## config.mk

```make
export PLATFORM = sky130hd
export DESIGN_NAME = peak_reporter
export DESIGN_NICKNAME = d
export VERILOG_FILES = /design/src/rtl/peak_reporter_pkg.sv /design/src/rtl/peak_reporter_hex_ascii.sv /design/src/rtl/peak_reporter.sv
export SDC_FILE = /design/constraint.sdc
export NUM_CORES = 1
export LEC_CHECK = 0
export CAP_MARGIN = 25
export CELL_PAD_IN_SITES_DETAIL_PLACEMENT = 0
export CELL_PAD_IN_SITES_GLOBAL_PLACEMENT = 1
export CORE_ASPECT_RATIO = 0.8
export CORE_MARGIN = 4
export CORE_UTILIZATION = 32
export CTS_BUF_LIST = sky130_fd_sc_hd__clkbuf_4 sky130_fd_sc_hd__clkbuf_8
export DETAILED_ROUTE_END_ITERATION = 6
export GPL_TIMING_DRIVEN = 0
export PLACE_DENSITY_LB_ADDON = 0.2
export SLEW_MARGIN = 0
export SYNTH_ARGS = -nofsm -noshare
export SYNTH_HDL_FRONTEND = slang
export SYNTH_SLANG_ARGS = --single-unit
```

## constraint.sdc

```tcl
create_clock -name clk -period 5.68 [get_ports clk]
set_clock_uncertainty 0.15 [all_clocks]
set_input_delay 0.852 -clock clk [delete_from_list [all_inputs] [get_ports clk]]
set_output_delay 0.852 -clock clk [all_outputs]
set_load 0.02 [all_outputs]
```

## src/rtl/peak_reporter_pkg.sv

```systemverilog
// Shared constants, FSM state type and digit-count helper for peak_reporter.
// Imported by the top and the nibble-to-ASCII sub-module.
package peak_reporter_pkg;

  localparam logic [7:0] ASCII_C    = 8'h43;
  localparam logic [7:0] ASCII_EQ   = 8'h3D;
  localparam logic [7:0] ASCII_AT   = 8'h40;
  localparam logic [7:0] ASCII_DASH = 8'h2D;
  localparam logic [7:0] ASCII_CR   = 8'h0D;
  localparam logic [7:0] ASCII_LF   = 8'h0A;

  typedef enum logic {
    IDLE,
    EMIT
  } state_t;

  function automatic int hex_digits(input int w);
    return (w + 3) / 4;
  endfunction

endpackage

```

## src/rtl/peak_reporter_hex_ascii.sv

```systemverilog
// hex_ascii: 4-bit nibble to uppercase ASCII hex digit, combinational.
// Ports: nib (4-bit nibble in), ascii (8-bit character out).
module hex_ascii
  import peak_reporter_pkg::*;
(
  input  logic [3:0] nib,
  output logic [7:0] ascii
);

  always_comb begin
    if (nib < 4'd10) ascii = 8'h30 + {4'h0, nib};
    else             ascii = 8'h37 + {4'h0, nib};
  end

endmodule

```

## src/rtl/peak_reporter.sv

```systemverilog
// peak_reporter: per-channel peak/index tracker with ASCII report streamer.
// Ports: clk, rst (async high), clear, s_valid/s_ch/s_data sample in,
//   report start, tx_valid/tx_ready/tx_byte byte out, busy, done,
//   peak_data/peak_idx live peaks. Macro PEAK_TIE_LATEST_EN: ties take
//   the latest index instead of the first.
module peak_reporter
  import peak_reporter_pkg::*;
#(
  parameter int DATA_W = 8,
  parameter int IDX_W  = 4,
  parameter int NUM_CH = 2,
  parameter int CH_W   = (NUM_CH > 1) ? $clog2(NUM_CH) : 1
) (
  input  logic                     clk,
  input  logic                     rst,
  input  logic                     clear,
  input  logic                     s_valid,
  input  logic [CH_W-1:0]          s_ch,
  input  logic [DATA_W-1:0]        s_data,
  input  logic                     report,
  input  logic                     tx_ready,
  output logic                     tx_valid,
  output logic [7:0]               tx_byte,
  output logic                     busy,
  output logic                     done,
  output logic [NUM_CH*DATA_W-1:0] peak_data,
  output logic [NUM_CH*IDX_W-1:0]  peak_idx
);

  localparam int HEX_D   = hex_digits(DATA_W);
  localparam int IDX_D   = hex_digits(IDX_W);
  localparam int VW      = HEX_D * 4;
  localparam int IW      = IDX_D * 4;
  localparam int REC_LEN = 6 + HEX_D + IDX_D;
  localparam int POS_W   = $clog2(REC_LEN);

  state_t            state_q, state_d;
  logic [CH_W-1:0]   ch_q, ch_d;
  logic [POS_W-1:0]  pos_q, pos_d;
  logic              done_d;
  logic              start;

  logic [DATA_W-1:0] pk      [NUM_CH];
  logic [IDX_W-1:0]  pi      [NUM_CH];
  logic [IDX_W-1:0]  cnt     [NUM_CH];
  logic              has     [NUM_CH];
  logic [DATA_W-1:0] snap_pk [NUM_CH];
  logic [IDX_W-1:0]  snap_pi [NUM_CH];
  logic              snap_has[NUM_CH];

  assign start = (state_q == IDLE) && report;

  for (genvar g = 0; g < NUM_CH; g++) begin : g_ch
    logic             hit;
    logic             take;
    logic [IDX_W-1:0] cur;

    assign hit = s_valid && (s_ch == CH_W'(g));
    // A clear in the same cycle makes this sample the first one.
    assign cur = clear ? '0 : cnt[g];
`ifdef PEAK_TIE_LATEST_EN
    assign take = clear || !has[g] || (s_data >= pk[g]);
`else
    assign take = clear || !has[g] || (s_data > pk[g]);
`endif

    always_ff @(posedge clk or posedge rst) begin
      if (rst) begin
        pk[g]       <= '0;
        pi[g]       <= '0;
        cnt[g]      <= '0;
        has[g]      <= 1'b0;
        snap_pk[g]  <= '0;
        snap_pi[g]  <= '0;
        snap_has[g] <= 1'b0;
      end else begin
        if (clear) begin
          pk[g]  <= '0;
          pi[g]  <= '0;
          cnt[g] <= '0;
          has[g] <= 1'b0;
        end
        if (hit) begin
          has[g] <= 1'b1;
          cnt[g] <= (&cur) ? cur : cur + 1'b1;
          if (take) begin
            pk[g] <= s_data;
            pi[g] <= cur;
          end
        end
        if (start) begin
          snap_pk[g]  <= pk[g];
          snap_pi[g]  <= pi[g];
          snap_has[g] <= has[g];
        end
      end
    end

    assign peak_data[g*DATA_W +: DATA_W] = pk[g];
    assign peak_idx[g*IDX_W +: IDX_W]    = pi[g];
  end

  always_ff @(posedge clk or posedge rst) begin
    if (rst) begin
      state_q <= IDLE;
      ch_q    <= '0;
      pos_q   <= '0;
      done    <= 1'b0;
    end else begin
      state_q <= state_d;
      ch_q    <= ch_d;
      pos_q   <= pos_d;
      done    <= done_d;
    end
  end

  always_comb begin
    state_d = state_q;
    ch_d    = ch_q;
    pos_d   = pos_q;
    done_d  = 1'b0;
    unique case (state_q)
      IDLE: begin
        if (report) begin
          state_d = EMIT;
          ch_d    = '0;
          pos_d   = '0;
        end
      end
      EMIT: begin
        if (tx_ready) begin
          if (pos_q == POS_W'(REC_LEN - 1)) begin
            pos_d = '0;
            if (ch_q == CH_W'(NUM_CH - 1)) begin
              state_d = IDLE;
              done_d  = 1'b1;
            end else begin
              ch_d = ch_q + 1'b1;
            end
          end else begin
            pos_d = pos_q + 1'b1;
          end
        end
      end
      default: state_d = IDLE;
    endcase
  end

  assign tx_valid = (state_q == EMIT);
  assign busy     = (state_q == EMIT);

  logic [VW-1:0] v_ext;
  logic [IW-1:0] i_ext;
  logic          cur_has;
  logic [3:0]    nib;
  logic [7:0]    lit;
  logic          use_hex;
  logic [7:0]    hex_out;
  int            p;

  assign v_ext   = VW'(snap_pk[ch_q]);
  assign i_ext   = IW'(snap_pi[ch_q]);
  assign cur_has = snap_has[ch_q];

  // Record layout: C ch = value @ index CR LF, digits MSB first.
  always_comb begin
    p       = int'(pos_q);
    nib     = '0;
    lit     = ASCII_LF;
    use_hex = 1'b0;
    if (p == 0) begin
      lit = ASCII_C;
    end else if (p == 1) begin
      use_hex = 1'b1;
      nib     = 4'(ch_q);
    end else if (p == 2) begin
      lit = ASCII_EQ;
    end else if (p < 3 + HEX_D) begin
      if (cur_has) begin
        use_hex = 1'b1;
        nib     = 4'(v_ext >> (4 * (HEX_D + 2 - p)));
      end else begin
        lit = ASCII_DASH;
      end
    end else if (p == 3 + HEX_D) begin
      lit = ASCII_AT;
    end else if (p < 4 + HEX_D + IDX_D) begin
      if (cur_has) begin
        use_hex = 1'b1;
        nib     = 4'(i_ext >> (4 * (IDX_D + HEX_D + 3 - p)));
      end else begin
        lit = ASCII_DASH;
      end
    end else if (p == REC_LEN - 2) begin
      lit = ASCII_CR;
    end else begin
      lit = ASCII_LF;
    end
  end

  hex_ascii u_hex (
    .nib   (nib),
    .ascii (hex_out)
  );

  assign tx_byte = tx_valid ? (use_hex ? hex_out : lit) : 8'h00;

endmodule

```

# Word-level counts from Yosys, hierarchy flattened
# Cells that the tools add are included.
# word_totals
regBits	67
word_cells	135
output_inout_bits	35
# op_classes
reduce_logical	16
add_sub_neg	8
n_eq_ne	8
n_mux	74
n_lt_le_gt_ge	6
shift	2
bitwise	3
# ops
operator	n
$mux W8	18
$mux W4	26
$shr A4 B32 Y4	1
$shr A8 B32 Y4	1
$mux W1	25
$gt A8 B8 Y1	2
$add A6 B4 Y7 const A	2
$add A4 B1 Y4 const B	3
$eq A4 B4 Y1 const B	3
$sub A3 B4 Y5 const A	2
$lt A4 B3 Y1 const B	2
$pmux W4 S2	1
$reduce_and A4 Y1	2
$mux W6	1
$eq A4 B2 Y1 const B	1
$eq A4 B3 Y1 const B	1
$logic_not A4 Y1	1
$logic_or A1 B1 Y1	4
$lt A4 B4 Y1 const B	1
$ne A2 B2 Y1 const B	2
$pmux W1 S2	2
$reduce_bool A2 Y1	2
$logic_and A1 B1 Y1	3
$mux W3	1
8 further kinds	10

# Longest topological paths before layout
# Gate-level depths: netlist of run 1.
# depth
word_depth	16
mapped_depth	13
depth_no_buf	12

# Cells and area by module
# From an unflattened synthesis of run 1, not the netlist that was laid out.
# unflattened
cells_unflattened	366
area_unflattened_um2	3901.2
# modules_own_cells
mod	n_inst	seq_area_each_um2	area_per_inst_um2	cells_each
peak_reporter	1	1676.6	3796.1	350
hex_ascii	1	0.0	105.1	16

# Least setup slack after synthesis of run 1
# Ideal clock, no wire load.
# synth_path
kind	register to output
startpoint	reg pos_q[0]
endpoint	out tx_byte[4]
path_stages_with_launch	13
t_required_ns	4.678
t_arrival_ns	2.594
setup_slack_ns	2.084
n_path_buf	1
cell_sequence	dfrtp_1 buf_6 inv_1 ha_1 and2b_4 o21ai_2 nand2_1 a2bb2oi_1 o22ai_1 nand2_1 ha_1 o21ai_1 a221oi_1
# synth_between
elab_chain_cells	13
word_cells_on_any_way	36
classes_between	add/sub: 4; order compare: 3; eq/ne: 3; shift: 2; mux: 23; reduce/logical: 1
# synth_lines
item	line_no	source
start, declared	peak_reporter.sv:39	logic [POS_W-1:0] pos_q, pos_d;
start signal, assigned	peak_reporter.sv:112	pos_q <= pos_d;
$sub A3 B4 Y5	peak_reporter.sv:190	nib = 4'(i_ext >> (4 * (IDX_D + HEX_D + 3 - p)));
$shr A4 B32 Y4	peak_reporter.sv:190	
$mux W4	peak_reporter.sv:188	if (cur_has) begin
$mux W4	peak_reporter.sv:187	end else if (p < 4 + HEX_D + IDX_D) begin
$mux W4	peak_reporter.sv:185	end else if (p == 3 + HEX_D) begin
$mux W4	peak_reporter.sv:178	end else if (p < 3 + HEX_D) begin
$mux W4	peak_reporter.sv:176	end else if (p == 2) begin
$mux W4	peak_reporter.sv:173	end else if (p == 1) begin
$mux W4	peak_reporter.sv:171	if (p == 0) begin
$add A6 B4 Y7, or another cell as far along	peak_reporter_hex_ascii.sv:12	else ascii = 8'h37 + {4'h0, nib};
$mux W8	peak_reporter_hex_ascii.sv:11	if (nib < 4'd10) ascii = 8'h30 + {4'h0, nib};
$mux W8 * (2 in a row)	peak_reporter.sv:206	assign tx_byte = tx_valid ? (use_hex ? hex_out : lit) : 8'h00;
end, declared	peak_reporter.sv:23	output logic [7:0] tx_byte,
# Every way passes the cells marked *; elsewhere a longest branch is shown, timed or not.

# Worst setup path after layout of run 1
# Ends and elaborated chain as after synthesis.

==> results.sh, run 1 <==
export IMPL_fp_dieW_um=132
export IMPL_totalWireLength_mm=10.2
export IMPL_synthArstFlopShare_pct=100
export IMPL_cts_repair_resized=0
export IMPL_drive_gt1_share_pct=12.8
export IMPL_clk_latency_ps=350
export IMPL_tightest_slew_ps=866
export IMPL_maxCapViolCount=0
export IMPL_vias=3155
export IMPL_endpoint_kind="output pin"
export IMPL_grt_max_degree=68
export IMPL_synth_top_family_by_area="simple AND/OR/NAND/NOR gates"
export IMPL_synth_top_flop_cell="dfrtp_1"
export IMPL_synth_edf_count=0
export IMPL_cp_max_fo=9
export IMPL_crit_required_ps=4680
export IMPL_cts_setup_buffers=0
export IMPL_die_area_um2=14200
export IMPL_cts_buffers=9
export IMPL_antenna_found_initial=0
export IMPL_worst_hold_path_type="reg2reg"
export IMPL_crit_type="reg2out"
export IMPL_dp_hpwl_mm=7.66
export IMPL_h_tree_depth=3
export IMPL_finalInstanceArea_um2=4850
export IMPL_rsz0062_at_grt="false"
export IMPL_viasPerCell=4.95
export IMPL_cts_clk_slew_worst_paths_ps=70
export IMPL_synth_cell_types=59
export IMPL_syn_to_final_growth_pct=22.3
export IMPL_critPathLaunchType="register"
export IMPL_tritoncts="done"
export IMPL_dieHeight_um=108
export IMPL_finalSetupTns_ps=0
export IMPL_synthCells=423
export IMPL_utilization_pct=39.9
export IMPL_synth_area_um2=3960
export IMPL_floorplan_initialDensity_pct=32.6
export IMPL_synth_compound_area_share_pct=15.8
export IMPL_hold_viol=0
export IMPL_synth_xor_area_share_pct=0.663
export IMPL_ant_nets=0
export IMPL_hold_buffers=0
export IMPL_max_freq_mhz=217
export IMPL_rr_worst_depth=9
export IMPL_min_period_ps=4610
export IMPL_cp_data_arrival_time_ps=3610
export IMPL_io_pins=50
export IMPL_synth_area_leader_cell="dfrtp_1"
export IMPL_antennaDiodeCount=0
export IMPL_setup_violations_final=0
export IMPL_cts_path_max_buffers=2
export IMPL_placed_area_um2=4640
export IMPL_core_um2=12200
export IMPL_synth_top_cell_area_share_pct=42.3
export IMPL_final_common_cell="nand2_1"
export IMPL_ys_top_cells_by_area="dfrtp_1, ha_1, nand2_1, mux2_2, o21ai_0"
export IMPL_first_iter_violations=160
export IMPL_status="completed"
export IMPL_dr_pass1_iters=4
export IMPL_track_usage_pct=15.0
export IMPL_holdPathStages=2
export IMPL_grt_pass1_vias=3279
export IMPL_pre_cts_slack_ps=1460
export IMPL_period_share_pct=81.2
export IMPL_grt_ovfl_total=0
export IMPL_ys_seq_area_share_pct=42.3
export IMPL_powerDensity_nw_per_um2=410
export IMPL_final_nets=520
export IMPL_layout_common_cells="nand2_1, dfrtp_1, clkdlybuf4s50_1"
export IMPL_portBuffers=48
export IMPL_drc=0
export IMPL_p_leak_nw=2.12
export IMPL_synth_simple_area_share_pct=20.0
export IMPL_gp_congestion=0.750
export IMPL_clockRootBuffer="clkbuf_8"
export IMPL_yosysWarningCount=0
export IMPL_setup_slack_ps=1070
export IMPL_fp_row_count=36
export IMPL_grt_pass1_wl_mm=17.0
export IMPL_synth_seq_cells=67
export IMPL_relSlewSlack_pct=42.3
export IMPL_wl_per_cell_um=16.0
export IMPL_synthAdderAreaFrac_pct=7.26
export IMPL_slew_violations=0
export IMPL_ir_drop_uv=216
export IMPL_avgSynthCellArea_um2=9.37
export IMPL_muxShareOfSynthArea_pct=8.74
export IMPL_clock_sinks=67
export IMPL_syn_nets=461
-- power breakdown --
part	switching, mW	internal, mW	total (mW)
Combinational	0.527	0.404	0.931
Clock	0.189	0.237	0.426
Sequential	0.0577	0.571	0.629
Total	0.773	1.21	1.99
-- flip-flops by register name (all words and copies together), names as in the netlist --
register	cells
pos_q	4
snap_has	2
has	2
busy	1
ch_q	1
cnt	8
done	1
peak_idx	8
snap_pk	16
snap_pi	8
peak_data	16
-- cells in the mapped netlist (3+ instances only) --
| cell type | n |
|---|---|
| a21oi_1 | 21 |
| or3b_2 | 3 |
| o211ai_1 | 6 |
| nor3_1 | 6 |
| a31oi_1 | 3 |
| inv_1 | 23 |
| mux2_2 | 16 |
| buf_2 | 3 |
| buf_4 | 5 |
| nand3_1 | 7 |
| mux4_2 | 3 |
| nand2b_1 | 12 |
| nand4_1 | 10 |
| dfrtp_1 | 67 |
| nand2_1 | 71 |
| and2_1 | 5 |
| xnor2_1 | 3 |
| nor2_1 | 29 |
| mux2i_1 | 5 |
| nor2b_1 | 12 |
| a21o_1 | 3 |
| clkbuf_1 | 12 |
| o21ai_0 | 32 |
| ha_1 | 23 |
-- final cells by class --
cell class                 instances  area [um2]
fill                            1249        7310
multi-input combinational        310        2080
sequential                        67        1680
timing repair buffer              48         480
tap                              152         190
clock buffer                      12         165
buffer                            21         109
inverter                          25        96.3
clock inverter                     3        46.3
-- worst max-delay path, cell delays in order, from the launching register on --
cell             delay (ps)
dfrtp_1                 390
buf_6                   170
inv_1                    90
ha_1                    290
and2b_4                 330
o21ai_2                  80
nand2_1                 150
a2bb2oi_1               220
o22ai_1                 160
nand2_1                  90
ha_1                    180
o21ai_1                  90
a221oi_1                330
clkdlybuf4s50_1         660
-- worst paths after layout --
check                             start             to  slack [ps]
max                            pos_q[0]     tx_byte[4]        1070
min                          snap_pi[0]     snap_pi[0]         320
max reg2reg                peak_data[9]  peak_data[10]        3170
min reg2reg                  snap_pi[0]     snap_pi[0]         320
max in group asynchronous           rst     snap_pi[2]        3930
min in group asynchronous           rst           done         860
-- stage by stage --
stage | std cells | hold WS (ps) | power (mW)
2_1_floorplan | 423 | 288 | 1.26
3_3_place_gp | 623 | 304 | 1.56
3_5_place_dp | 623 | 307 | 1.57
4_1_cts | 638 | 323 | 2.01
5_1_grt | 638 | 354 | 2.13
6_report | 638 | 321 | 1.99
-- layer usage --
metal | up-vias | GRT usage [%] | share of wire (%)
li1 | 1589 | - | -
met1 | 1504 | 20.1 | 50
met2 | 52 | 24.0 | 45
met3 | 10 | 4.39 | 4.2
met4 | 0 | 3.78 | 1.0
met5 | - | 0 | 0
-- kinds of logic (layout without fill, tap and decap cells) --
kind of cell,count (synthesis),count (layout)
compound gates,92,92
xor+xnor,3,3
fa+ha+maj,23,23
buf+inv,46,109
flops,67,67
mux,27,27
other cells,1,1
simple gates,164,164
(Power assumes the default switching activity.)
==> inputs of run 2 (changes only) <==
- clock period: 5.68 -> 3.9 ns (I/O delays scaled with it)
==> results.sh, run 2 (synthesized netlist as in run 1, its figures left out) <==
export IMPL_status="completed"
export IMPL_path_delay_family="compound AO/OA/AOI/OAI gates"
export IMPL_floorplan_initialDensity_pct=32.6
export IMPL_relSlewSlack_pct=42.1
export IMPL_worst_hold_path_type="reg2reg"
export IMPL_track_usage_pct=15.0
export IMPL_clk_latency_ps=350
export IMPL_hold_buffers=0
export IMPL_cts_clk_slew_worst_paths_ps=70
export IMPL_totalWireLength_mm=10.2
export IMPL_dp_hpwl_mm=7.66
export IMPL_cp_max_fo=9
export IMPL_pre_cts_slack_ps=-52.2
export IMPL_cts_buffers=9
export IMPL_dpl_cell_count=623
export IMPL_powerDensity_nw_per_um2=594
export IMPL_core_um2=12200
export IMPL_rsz0062_at_grt="false"
export IMPL_antennaDiodeCount=0
export IMPL_grt_pass1_vias=3279
export IMPL_crit_type="reg2out"
export IMPL_drc=0
export IMPL_io_pins=50
export IMPL_clockRootBuffer="clkbuf_8"
export IMPL_grt_ovfl_total=0
export IMPL_final_nets=522
export IMPL_endpoint_kind="output pin"
export IMPL_grt_pass1_wl_mm=17.0
export IMPL_hold_viol=0
export IMPL_gp_congestion=0.750
export IMPL_critical_path_max_stage_delay_ps=390
export IMPL_utilization_pct=40.2
export IMPL_vias=3176
export IMPL_final_common_cell="nand2_1"
export IMPL_slowest_stage="dfrtp_1"
export IMPL_min_period_ps=3700
export IMPL_holdWs_ps=321
export IMPL_maxCapViolCount=0
export IMPL_h_tree_depth=3
export IMPL_ant_nets=0
export IMPL_die_area_um2=14200
export IMPL_critPathLaunchType="register"
export IMPL_slew_violations=0
export IMPL_antenna_found_initial=0
export IMPL_clock_sinks=67
export IMPL_dieHeight_um=108
export IMPL_cts_path_max_buffers=2
export IMPL_fp_dieW_um=132
export IMPL_wl_per_cell_um=16.0
export IMPL_crit_buf_inv=3
export IMPL_max_freq_mhz=270
export IMPL_grt_max_degree=68
export IMPL_p_leak_nw=2.14
export IMPL_layout_common_cells="nand2_1, dfrtp_1, clkdlybuf4s50_1"
export IMPL_cp_data_arrival_time_ps=2970
export IMPL_tritoncts="done"
export IMPL_ir_drop_uv=284
export IMPL_first_iter_violations=148
export IMPL_cp_cell_sequence="buf_6 -> inv_1 -> ha_1 -> nor3_1 -> o211ai_2 -> o32a_4 -> ha_1 -> a21o_1 -> a31oi_1 -> dlygate4sd2_1"
export IMPL_fp_row_count=36
export IMPL_setup_violations_final=0
export IMPL_instances_no_fill=640
export IMPL_period_share_pct=95.0
export IMPL_crit_required_ps=3160
export IMPL_tightest_slew_ps=868
export IMPL_dr_pass1_iters=4
export IMPL_viasPerCell=4.96
export IMPL_finalSetupTns_ps=0
export IMPL_drive_gt1_share_pct=15.2
export IMPL_syn_to_final_growth_pct=23.4
export IMPL_cp_common_cell="ha_1"
export IMPL_portBuffers=48
export IMPL_setup_slack_ps=196
==> run 2: through the flow <==
step / total power, mW / area [um2]
2_1_floorplan: 1.84 / 3960
3_3_place_gp: 2.28 / 4630
3_5_place_dp: 2.29 / 4640
4_1_cts: 2.91 / 4870
5_1_grt: 3.12 / 4890
6_report: 2.90 / 4890
==> run 2: worst paths after layout <==
path	start	to	slack, ps	cells past startpoint
worst max-delay path	pos_q[0]	tx_byte[2]	200	10
worst min register to register	snap_pi[0]	snap_pi[0]	320	2
min in group asynchronous	rst	done	600	2
worst max register to register	peak_data[9]	peak_data[13]	1370	9
worst min-delay path	snap_pi[0]	snap_pi[0]	320	2
max in group asynchronous	rst	snap_pi[2]	2420	2
==> run 2: timing repair <==
action | CTS | global route
setup buffers | 1 | 2
gates resized for setup | 13 | 9
cloned | 0 | 0
endpoints found under the setup margin | 5 | 5
pin swaps | 1 | 3
==> run 2: per-layer routing <==
layer / wire length (um) / track usage [%] / vias up
li1: - / - / 1596
met1: 5030 / 20.1 / 1516
met2: 4640 / 24.0 / 54
met3: 457 / 4.39 / 10
met4: 95 / 3.78 / 0
met5: 0 / 0 / -
==> run 2: where the power goes <==
group	internal (mW)	leakage [nW]	switching, mW
sequential	0.832	0.879	0.0834
combinational	0.576	1.16	0.790
clock	0.345	0.105	0.277
==> run 2: worst reg2reg max path: cells and delay by family (launching register included) <==
kind            cells  cell delay, ps
compound gates      4             850
fa+ha+maj           1             300
buf+inv             2             270
flops               1             360
mux                 1             350
simple gates        1             130
==> run 2: area by class of cell <==
cell class              count  area, um2
well taps                 152        190
repair buffers             51        485
clock buffers              12        165
clock inverters             3       46.3
flip-flops and latches     67       1680
plain buffers              20        105
inverters                  25       96.3
fillers                  1242       7270
multi-input cells         310       2120
